### config.mk
export PLATFORM = sky130hd
export DESIGN_NAME = keypad_entry
export DESIGN_NICKNAME = d
export VERILOG_FILES = /design/src/rtl/keypad_entry.sv
export SDC_FILE = /design/constraint.sdc
export NUM_CORES = 1
export LEC_CHECK = 0
export CORE_MARGIN = 1.5
export CORE_UTILIZATION = 45
export CTS_BUF_LIST = sky130_fd_sc_hd__clkbuf_8
export CTS_CLUSTER_DIAMETER = 200
export DETAILED_ROUTE_END_ITERATION = 12
export GPL_TIMING_DRIVEN = 0
export PLACE_DENSITY = 0.77
export SLEW_MARGIN = 20
export SYNTH_ARGS = -nofsm -noshare
export SYNTH_HDL_FRONTEND = slang
export SYNTH_SLANG_ARGS = --single-unit
### constraint.sdc
create_clock -name clk -period 5.07 [get_ports clk]
set_input_delay 1.014 -clock clk [delete_from_list [all_inputs] [get_ports clk]]
set_output_delay 1.014 -clock clk [all_outputs]
set_load 0.01 [all_outputs]
### src/rtl/keypad_entry.sv
// Keypad digit-entry buffer: turns each new key press into one event that appends,
// removes, clears or latches a right-justified hex number.
module keypad_entry #(
    parameter int NDIGITS = 8,
    parameter int CW      = 4
) (
    input  logic                   clk,
    input  logic                   rst,
    input  logic [4:0]             keycode,
    input  logic                   strobe,
    output logic [4*NDIGITS-1:0]   entry,
    output logic [CW-1:0]          ndig,
    output logic                   full,
    output logic [4*NDIGITS-1:0]   value,
    output logic                   valid
);

    localparam int            EW   = 4 * NDIGITS;
    localparam logic [CW-1:0] NMAX = CW'(NDIGITS);

    localparam logic [4:0] KEY_ENTER = 5'd16;
    localparam logic [4:0] KEY_BKSP  = 5'd17;
    localparam logic [4:0] KEY_CLEAR = 5'd18;

    function automatic logic [EW-1:0] push_digit(input logic [EW-1:0] cur, input logic [3:0] d);
        return {cur[EW-5:0], d};
    endfunction

    function automatic logic [EW-1:0] drop_digit(input logic [EW-1:0] cur);
        return {4'h0, cur[EW-1:4]};
    endfunction

    logic          strobe_q;
    logic          key_evt;
    logic [EW-1:0] entry_nxt;
    logic [CW-1:0] ndig_nxt;
    logic [EW-1:0] value_nxt;
    logic          valid_nxt;

    // strobe_q resets high so a key held through reset cannot fire an event.
    assign key_evt = strobe & ~strobe_q;

    always_comb begin
        entry_nxt = entry;
        ndig_nxt  = ndig;
        value_nxt = value;
        valid_nxt = 1'b0;
        if (key_evt) begin
            if (!keycode[4]) begin
                if (ndig != NMAX) begin
                    entry_nxt = push_digit(entry, keycode[3:0]);
                    ndig_nxt  = ndig + 1'b1;
                end
            end else begin
                case (keycode)
                    KEY_ENTER: begin
                        value_nxt = entry;
                        entry_nxt = '0;
                        ndig_nxt  = '0;
                        valid_nxt = 1'b1;
                    end
                    KEY_BKSP: begin
                        if (ndig != '0) begin
                            entry_nxt = drop_digit(entry);
                            ndig_nxt  = ndig - 1'b1;
                        end
                    end
                    KEY_CLEAR: begin
                        entry_nxt = '0;
                        ndig_nxt  = '0;
                    end
                    default: ;
                endcase
            end
        end
    end

    // Register stage: all outputs come straight from flops.
    always_ff @(posedge clk) begin
        if (rst) begin
            strobe_q <= 1'b1;
            entry    <= '0;
            ndig     <= '0;
            full     <= 1'b0;
            value    <= '0;
            valid    <= 1'b0;
        end else begin
            strobe_q <= strobe;
            entry    <= entry_nxt;
            ndig     <= ndig_nxt;
            full     <= (ndig_nxt == NMAX);
            value    <= value_nxt;
            valid    <= valid_nxt;
        end
    end

endmodule

==> results.md, run 1 <==
- Status: complete, no violations
- Nets@finish: approximately 450
- Area Overhead vs Synth: 35.3%
- Final setup viols: 0
- Commonest non-fill, non-tap cell in the layout: clkdlybuf4s50_1
- Setup TNS: 0 ns
- Placed Instance Area: between 3000 and 4000 sq um
- Die X: 84.6 microns
- Crit path DAT: roughly 3.0 ns
- ANT nets after route: 0
- Hold Buf Count CTS: 0
- Via density: 5.59
- Detailed placer's ending HPWL: a little under 6000 microns
- Placed instance count: 503
- Crit path capture type: register
- GRT overflow: 0
- Met2 wire len: between 3000 and 4000 microns
- Register Area: roughly 1400 sq um
- Unrepaired setup endpoints after global routing: no
- Max-cap violation count: 0
- Metal3 WL: 578 microns
- Crit Path Category: in2reg
- Net Sw Frac: 24.4%
- Initial antenna violation count: 0
- Pleak: around 0.0013 uW
- Max Freq: 368 MHz
- IO Count: 78
- Synthesized flop and latch total: between 70 and 80
- CP Max Fanout: 6
- Post-synthesis async set-or-reset flop share: 0%
- Worst-Margin Slew: around 0.7 ns
- Most frequent cells in the layout: 74 x clkdlybuf4s50_1, 72 x nand2_1, 71 x dfxtp_1, 42 x a21oi_1, 36 x nor2_1
- Design Area, Final: ~4000 sq um
- Normalized max-slew margin: 54.0%
- Clock-pin slew on the worst setup and hold paths: 0.08 ns
- Final Hold Fails: 0
- Final WL: roughly 8400 microns
- Sequential power share: around 50%
- Syn Area/Cell: 8.52 sq um
- Syn Nets: roughly 360
- Via count: 2900
- Clk_lat worst skew: 0.35 ns
- # rows: 29
- Total GRT Usage: 23.8%
- Area of the multi-input gates: between 1000 and 1500 sq um
- GP Congestion: between 0.8 and 0.9
- Fill count: about 560
- # Post-CTS Setup Buffers: 0
- Global-route wire length before repair: 13500 microns
- # port buffers: 74
- Die ar.: 7160 sq um
- N_diodes: 0
- Die height: between 80 and 90 microns
- Power density over cell area: 293 nW/um^2
- Clk root buf: clkbuf_8
- Top Metal Used: met4
- Comb pwr share: 8.3%
- Slew Viols, Final: 0
- Placeable Area: approximately 6400 sq um
- Clock power share: a little over two fifths
- Psw: around 290 uW
- EDFF count, synth: 0
- Vias in the first global route: approximately 2700
- Initial drt markers: approximately 210
- WP data required: 5.31 ns
- DRC: 0
- Clock Skew: between 0.008 and 0.009 ns
- Critical path startpoint category: primary input
- Minimum clock period: 2.71 ns
- Clock Sinks: 71
- Worst min path class: reg2reg
- M1 wire length: roughly 3800 microns
- Cell area after synthesis: 3000 sq um
- Drt wl/cell: approximately 16 microns
- Largest net degree at the start of global routing: 13
- First-pass DRT Iterations: 5
- Crit share post-route: between 50% and 60%
- CTS H-tree depth: 3
- TritonCTS Buffers: 9
- CTS tree: yes
- Yosys cell types: 38
- Synth Flop Type: dfxtp_1
- VDD IR max: 197 uV
- Fraction of layout cells with a size suffix above 1: approximately a tenth
- CTS max path bufs: 2
- Post-Synthesis Cells: 352
- PostCTS Resize Cnt: 0
- Sequential share of the synthesized area: a little under half
- Finished Layout Cells: just over 500
- Yosys warning count: 0
- Int Power: about 900 uW
- Starting Density: around 47%
[worst paths after layout]
path | startpoint | endpoint | depth (start not counted) | slack (ns)
setup reg to reg | ndig[0]$_SDFF_PP0_ | full$_SDFF_PP0_ | 7 | 3.13
hold reg to reg | value[4]$_SDFFE_PP0P_ | value[4]$_SDFFE_PP0P_ | 2 | 0.45
setup / recovery | keycode[3] | full$_SDFF_PP0_ | 6 | 2.36
hold / removal | value[4]$_SDFFE_PP0P_ | value[4]$_SDFFE_PP0P_ | 2 | 0.45
[cell usage after synthesis, types with 4 or more instances]
cell type | n | share of area, %
nand2_1 | 72 | 9.0
dfxtp_1 | 71 | 47
a21oi_1 | 42 | 7.0
nor2_1 | 36 | 4.5
a22oi_1 | 28 | 7.0
a211oi_1 | 18 | 4.5
clkbuf_1 | 16 | 2.0
a211oi_2 | 10 | 4.2
buf_2 | 7 | 1.2
nand3_1 | 7 | 1.2
nor2b_1 | 5 | 1.0
inv_1 | 4 | 0.50
[cells by family after synthesis]
| logic type | synth area share, % |
|---|---|
| AO/OA/AOI/OAI | 26.6 |
| adder cells (fa/ha/maj) | 0.834 |
| buffers and inverters | 5.30 |
| flip-flops | 47.4 |
| multiplexers | 0.334 |
| AND/OR/NAND/NOR | 19.6 |
[power groups by stage]
stage / clock network, uW / logic, uW / registers [uW]
finish: 505 / 99.0 / 584
global route: 534 / 108 / 585
CTS: 512 / 98.4 / 584
detailed placement: 0 / 97.3 / 597
global placement: 0 / 95.2 / 597
floorplan: 0 / 54.7 / 595
[per-stage QoR]
step           setup WS (ns)  utilization, %  total power, uW  hold slack (ns)
6_report                2.36            63.6             1190            0.454
5_1_grt                 2.20            63.6             1230            0.473
4_1_cts                 2.38            63.6             1190            0.457
3_5_place_dp            2.03            60.1              694            0.447
3_3_place_gp            2.02            60.1              692            0.442
2_1_floorplan           2.75               -              650            0.481
[critical path, stage by stage]
cell and delay [ns]:
clkdlybuf4s50_1 0.55, nor4b_4 0.42, a31oi_1 0.16, o21ai_1 0.42
a21oi_1 0.17, and4_1 0.23
[layer usage]
| layer | up-vias | global-route usage (%) |
|---|---|---|
| met5 | - | 0 |
| met4 | 0 | 11.1 |
| met3 | 19 | 3.93 |
| met2 | 142 | 37.6 |
| met1 | 1333 | 31.8 |
| li1 | 1406 | - |
[registers in the layout, indices dropped and copies added, names as in the netlist]
name and flops:
valid 1, full 1, strobe_q 1, entry 32
value 32, ndig 4
[area by class of cell]
| class | count | share of cell area [%] |
|---|---|---|
| buffer | 28 | 3.45 |
| clock buffer | 10 | 3.39 |
| clock inverter | 6 | 2.10 |
| inverter | 5 | 0.462 |
| multi-input combinational | 248 | 35.0 |
| sequential | 71 | 35.0 |
| tap | 77 | 2.37 |
| timing repair buffer | 74 | 18.2 |
Power figures use the tool's default switching activity.
==> inputs of run 2 (changes only) <==
--- a/config.mk
+++ b/config.mk
@@ -11,7 +11,7 @@
 export CTS_CLUSTER_DIAMETER = 200
 export DETAILED_ROUTE_END_ITERATION = 12
 export GPL_TIMING_DRIVEN = 0
-export PLACE_DENSITY = 0.77
+export PLACE_DENSITY = 0.8
 export SLEW_MARGIN = 20
 export SYNTH_ARGS = -nofsm -noshare
 export SYNTH_HDL_FRONTEND = slang
==> constraint.sdc (replaced) <==
create_clock -name clk -period 2.2 [get_ports clk]
set_input_delay 0.44 -clock clk [delete_from_list [all_inputs] [get_ports clk]]
set_output_delay 0.44 -clock clk [all_outputs]
set_load 0.01 [all_outputs]
==> run 2 against run 1 <==
  * Setup slack worse by 2.3 ns
  * Worst hold slack better by 0.0015 ns
  * Global-route usage increased by 0.21 points
  * Combinational power is 130% higher
  * Via count rose by 0.69%
  * Register-to-register slack worse by 2.9 ns
  * Critical endpoint is now entry[17]$_SDFFE_PP0P_
  * Largest cell class is now multi-input gates
==> results.md, run 2 (same netlist as run 1, synthesis figures left out) <==
- Clock Skew: 0.00704 ns (-0.00167 ns)
- ANT nets after route: 0 (unchanged)
- Critical path's slowest cell: clkdlybuf4s50_1
- Fill count: 538 (-3.8%)
- CTS tree: yes
- CP most frequent cell: buf_6
- Worst min path class: reg2reg
- First-pass DRT Iterations: 5 (unchanged)
- TritonCTS Buffers: 9 (unchanged)
- Initial antenna violation count: 0 (unchanged)
- Worst-Margin Slew: 0.695 ns (+0.00464 ns)
- Max Freq: between 400 and 500 MHz
- Final setup viols: 0 (unchanged)
- Placed Instance Area: 3840 sq um (unchanged)
- Power density over cell area: 641 nW/um^2 (+120%)
- # port buffers: 74 (unchanged)
- Largest registers: entry (32), value (32), ndig (4)
- Hold Startpoint: value[31]$_SDFFE_PP0P_
- Crit Path Category: in2reg
- Crit share post-route: between 90% and 100%
- Largest net degree at the start of global routing: 13 (unchanged)
- Detailed placer's ending HPWL: 6010 microns (+2.9%)
- GP Congestion: 0.844 (+3.7%)
- R2R setup slack: 0.24 ns (-2.89 ns)
- Global-route wire length before repair: 13700 microns (+0.97%)
- Reg2Reg Depth: 7 (unchanged)
- Clk_lat worst skew: 0.35 ns (about the same)
- Sum of buffers and inverters on the critical path: 3 (+2)
- Unrepaired setup endpoints after global routing: no
- # rows: 29 (unchanged)
- Clock Sinks: 71 (unchanged)
- Area Overhead vs Synth: 34.7%
- Hold depth: 2 (unchanged)
- Clk root buf: clkbuf_8
- CTS max path bufs: 2 (unchanged)
- Commonest non-fill, non-tap cell in the layout: clkdlybuf4s50_1
- Die X: 84.6 microns (unchanged)
- Total power: 2590 uW (+120%)
- Pleak: 0.00129 uW (about the same)
- Nets@finish: 447 (unchanged)
- CTS H-tree depth: 3 (unchanged)
- Starting Density: 47.0% (unchanged)
- Worst path max stage delay: 0.52 ns (-0.03 ns)
- IO Count: 78 (unchanged)
- WP data required: 2.46 ns (-2.85 ns)
- Die ar.: 7160 sq um (unchanged)
- Drt wl/cell: 16.3 microns (+0.97%)
- Hold Path End: value[31]$_SDFFE_PP0P_
- Slew Viols, Final: 0 (unchanged)
- Placeable Area: 6390 sq um (unchanged)
- Reg2reg start: ndig[0]$_SDFF_PP0_
- Status: complete, no violations
- Die height: 84.6 microns (unchanged)
- Clock-pin slew on the worst setup and hold paths: 0.08 ns (about the same)
- Design Area, Final: 4040 sq um (-0.46%)
- DRC: 0 (unchanged)
- Final WL: 8450 microns (+0.78%)
- Final Hold Fails: 0 (unchanged)
- GRT overflow: 0 (unchanged)
- Crit path DAT: 2.36 ns (-0.60 ns)
- Via count: 2920 (+0.69%)
- VDD IR max: 425 uV (+120%)
- Critical-path cell list: clkdlybuf4s50_1 > nor4b_4 > a31oi_1 > o21a_2 > buf_6 > buf_6 > a211oi_2
- Capturing point of the worst reg2reg path: full$_SDFF_PP0_
- Fraction of layout cells with a size suffix above 1: 10.9% (+0.48 points)
- Normalized max-slew margin: 53.7% (-0.31 points)
- CP Max Fanout: 10 (+4)
- Initial drt markers: 241 (+13%)
- # Post-CTS Setup Buffers: 0 (unchanged)
- Vias in the first global route: 2733 (+1.1%)
- Minimum clock period: 2.10 ns
- Via density: 5.64 (+0.88%)
- Total GRT Usage: 24.0% (+0.21 points)
- N_diodes: 0 (unchanged)
- Post-layout util: 63.3% (-0.29 points)
- Family with the most delay on the worst path: buffers and inverters
- Max-cap violation count: 0 (unchanged)
- Crit path capture type: register
- Most frequent cells in the layout: 73 x clkdlybuf4s50_1, 72 x nand2_1, 71 x dfxtp_1, 42 x a21oi_1, 36 x nor2_1
- Critical path startpoint category: primary input
run 2: stage by stage:
step / hold slack [ns] / worst slack [ns] / TNS, ns / cells
detailed placement: 0.448 / -0.318 / -13.87 / 503
global placement: 0.442 / -0.266 / -10.45 / 503
finish: 0.455 / 0.104 / 0 / 518
CTS: 0.458 / 0.0299 / 0 / 518
floorplan: 0.481 / 0.397 / 0 / 352
global route: 0.479 / 0.00874 / 0 / 518
run 2: worst max-delay path by stage:
stage	cells past startpoint	slack, ns	from	endpoint
floorplan	7	0.40	ndig[0]$_SDFF_PP0_	full$_SDFF_PP0_
global placement	6	-0.27	keycode[1]	value[5]$_SDFFE_PP0P_
detailed placement	6	-0.32	keycode[1]	value[8]$_SDFFE_PP0P_
CTS	6	0.03	keycode[1]	value[19]$_SDFFE_PP0P_
global route	7	0.009	keycode[1]	entry[17]$_SDFFE_PP0P_
finish	7	0.10	keycode[1]	entry[17]$_SDFFE_PP0P_
run 2: area by class of cell:
cell class / count / area [sq um] / share of cell area, %
timing repair buffer: 74 / 743 / 18.4
sequential: 71 / 1420 / 35.2
tap: 77 / 96.3 / 2.38
clock inverter: 6 / 61.3 / 1.52
multi-input combinational: 248 / 1440 / 35.5
inverter: 5 / 18.8 / 0.465
buffer: 28 / 140 / 3.47
clock buffer: 9 / 124 / 3.07
run 2: worst min-delay path, cell delays in order, from the launching register on:
cell and delay, ns:
dfxtp_1 0.31, nand2_1 0.05, a21oi_1 0.05
run 2: repair_timing:
item | in CTS | in global routing
endpoints found under the setup margin | 0 | 31
hold buffers | 0 | 0
endpoints found under the hold margin | 0 | 0
gates resized for setup | 0 | 5
run 2: per-layer routing:
layer	up-vias	wire length [microns]	track usage (%)	part of all wire, %
li1	1407	-	-	-
met1	1378	3780	32.4	45
met2	120	3970	37.6	47
met3	15	539	6.10	6.4
met4	0	157	8.21	1.9
met5	-	0	0	0
run 2: where the power goes:
part / leakage (uW) / switching, uW / total [uW] / internal (uW)
sequential: 0.000574 / 37.8 / 1350 / 1310
clock: 0.0000953 / 500 / 1010 / 515
combinational: 0.000616 / 132 / 230 / 97.7
==> inputs of run 3 (changes only) <==
--- a/config.mk
+++ b/config.mk
@@ -5,13 +5,12 @@
 export SDC_FILE = /design/constraint.sdc
 export NUM_CORES = 1
 export LEC_CHECK = 0
-export CORE_MARGIN = 1.5
+export CORE_MARGIN = 2
 export CORE_UTILIZATION = 45
 export CTS_BUF_LIST = sky130_fd_sc_hd__clkbuf_8
 export CTS_CLUSTER_DIAMETER = 200
 export DETAILED_ROUTE_END_ITERATION = 12
-export GPL_TIMING_DRIVEN = 0
-export PLACE_DENSITY = 0.8
+export PLACE_DENSITY = 0.77
 export SLEW_MARGIN = 20
 export SYNTH_ARGS = -nofsm -noshare
 export SYNTH_HDL_FRONTEND = slang
==> constraint.sdc (replaced) <==
create_clock -name clk -period 2.3 [get_ports clk]
set_input_delay 0.46 -clock clk [delete_from_list [all_inputs] [get_ports clk]]
set_output_delay 0.46 -clock clk [all_outputs]
set_load 0.01 [all_outputs]
==> run 3 against run 2 <==
  * Largest power group unchanged
  * Largest cell class unchanged
  * Worst hold slack worse by 0.0013 ns
  * Critical path depth fell by 1
  * Sequential power decreased by 4%
  * Total power rose by 1.3%
  * Register-to-register slack improved by 0.07 ns
  * Design area rose by 2.8%
==> results.md, run 3 (same netlist as run 1, synthesis figures left out) <==
- Crit share post-route: 91.3%
- Unrepaired setup endpoints after global routing: no
- CTS H-tree depth: 3 (unchanged)
- IO Count: 78 (unchanged)
- Clock Skew: 0.00729 ns (+0.000242 ns)
- Post-layout util: 65.0% (+1.8 points)
- Final setup viols: 0 (unchanged)
- Detailed placer's ending HPWL: 5560 microns (-7.5%)
- Crit path capture type: register
- Crit path DAT: 2.34 ns (-0.02 ns)
- Met1 GRT Util: 31.4% (-0.99 points)
- Total GRT Usage: 23.7% (-0.33 points)
- Critical path startpoint category: primary input
- Via count: 2895 (-0.86%)
- N_diodes: 0 (unchanged)
- Area Overhead vs Synth: 38.5%
- First-pass DRT Iterations: 4 (-1)
- Final WL: 8230 microns (-2.6%)
- Worst min path class: reg2reg
- Slew Viols, Final: 0 (unchanged)
- Max Freq: roughly 480 MHz
- Gr busiest metal: met2
- Fraction of layout cells with a size suffix above 1: 12.8% (+1.9 points)
- # rows: 29 (unchanged)
- # port buffers: 77 (+4.1%)
- GRT overflow: 0 (unchanged)
- Max-cap violation count: 0 (unchanged)
- # Post-CTS Setup Buffers: 0 (unchanged)
- Hold Buf Count CTS: 0 (unchanged)
- Placeable Area: 6390 sq um (unchanged)
- PostCTS Resize Cnt: 0 (unchanged)
- Initial drt markers: 224 (-7.1%)
- Largest net degree at the start of global routing: 39 (+26)
- Design Area, Final: 4150 sq um (+2.8%)
- Starting Density: 47.0% (unchanged)
- DRC: 0 (unchanged)
- Most frequent cells in the layout: 76 x clkdlybuf4s50_1, 72 x nand2_1, 71 x dfxtp_1, 42 x a21oi_1, 36 x nor2_1
- CTS tree: yes
- Clock Sinks: 71 (unchanged)
- CTS max path bufs: 2 (unchanged)
- Die ar.: 7330 sq um (+2.4%)
- Final Hold Fails: 0 (unchanged)
- Total power: 2620 uW (+1.3%)
- Die X: 85.6 microns (+1.2%)
- TritonCTS Buffers: 9 (unchanged)
- Vias in the first global route: 2807 (+2.7%)
- Finished Layout Cells: 514 (-0.77%)
- Status: complete, no violations
- Clk root buf: clkbuf_8
- Power density over cell area: 632 nW/um^2 (-1.5%)
- Met2 Use GR: 36.5% (-1.1 points)
- Largest registers: entry (32), value (32), ndig (4)
- Nets@finish: 443 (-0.89%)
- Clk_lat worst skew: 0.34 ns (about the same)
- Crit Path Category: in2reg
- Clock-pin slew on the worst setup and hold paths: 0.07 ns (about the same)
- Drt wl/cell: 16.0 microns (-1.9%)
- CP Max Fanout: 5 (-5)
- Via density: 5.63 (about the same)
- Minimum clock period: about 2.1 ns
- M3 GR Usage: 6.35% (+0.26 points)
- Die height: 85.6 microns (+1.2%)
- WP data required: 2.54 ns (+0.08 ns)
- VDD IR max: 540 uV (+27%)
- Commonest non-fill, non-tap cell in the layout: clkdlybuf4s50_1
- GP Congestion: 0.807 (-4.3%)
- Initial antenna violation count: 0 (unchanged)
- Worst-Margin Slew: 0.697 ns (+0.00182 ns)
- Normalized max-slew margin: 53.5% (-0.12 points)
- Global-route wire length before repair: 13700 microns (+0.26%)
- Pleak: 0.00134 uW (+3.9%)
- Placed instance count: 499 (-0.80%)
- ANT nets after route: 0 (unchanged)
- Placed Instance Area: 3940 sq um (+2.6%)
-- run 3: per-stage QoR --
stage               hold slack [ns]  TNS [ns]  setup WS [ns]
CTS                           0.457         0          0.227
global route                  0.477         0         0.0763
global placement              0.442   -0.0461        -0.0461
detailed placement            0.446     -1.08         -0.113
floorplan                     0.481         0          0.497
finish                        0.454         0          0.201
-- run 3: worst paths after layout --
kind	slack, ns	end	startpoint	cells past startpoint
max reg2reg	0.31	full$_SDFF_PP0_	ndig[0]$_SDFF_PP0_	7
min	0.45	value[26]$_SDFFE_PP0P_	value[26]$_SDFFE_PP0P_	2
max	0.20	full$_SDFF_PP0_	keycode[1]	6
min reg2reg	0.45	value[26]$_SDFFE_PP0P_	value[26]$_SDFFE_PP0P_	2
-- run 3: routing by layer --
metal / vias up / wire length (microns) / part of all wire (%)
li1: 1399 / - / -
met1: 1376 / 3410 / 41
met2: 107 / 4050 / 49
met3: 13 / 612 / 7.4
met4: 0 / 152 / 1.8
met5: - / 0 / 0
-- run 3: area by class of cell --
cell class                 instances  area, sq um
clock buffer                      10          138
clock inverter                     5         81.3
fill                             528         2230
inverter                           5         18.8
multi-input combinational        248         1430
sequential                        71         1420
tap                               77         96.3
timing repair buffer              98          973
-- run 3: power by group --
group	total [uW]	internal, uW	switching (uW)
sequential	1290	1250	34.7
clock	1100	636	469
combinational	234	109	125
total	2620	2000	628
-- run 3: critical path, stage by stage --
cell,delay (ns)
clkdlybuf4s50_1,0.51
nor4b_4,0.43
nand3_1,0.17
a2111oi_0,0.44
a21oi_1,0.10
and4_1,0.22
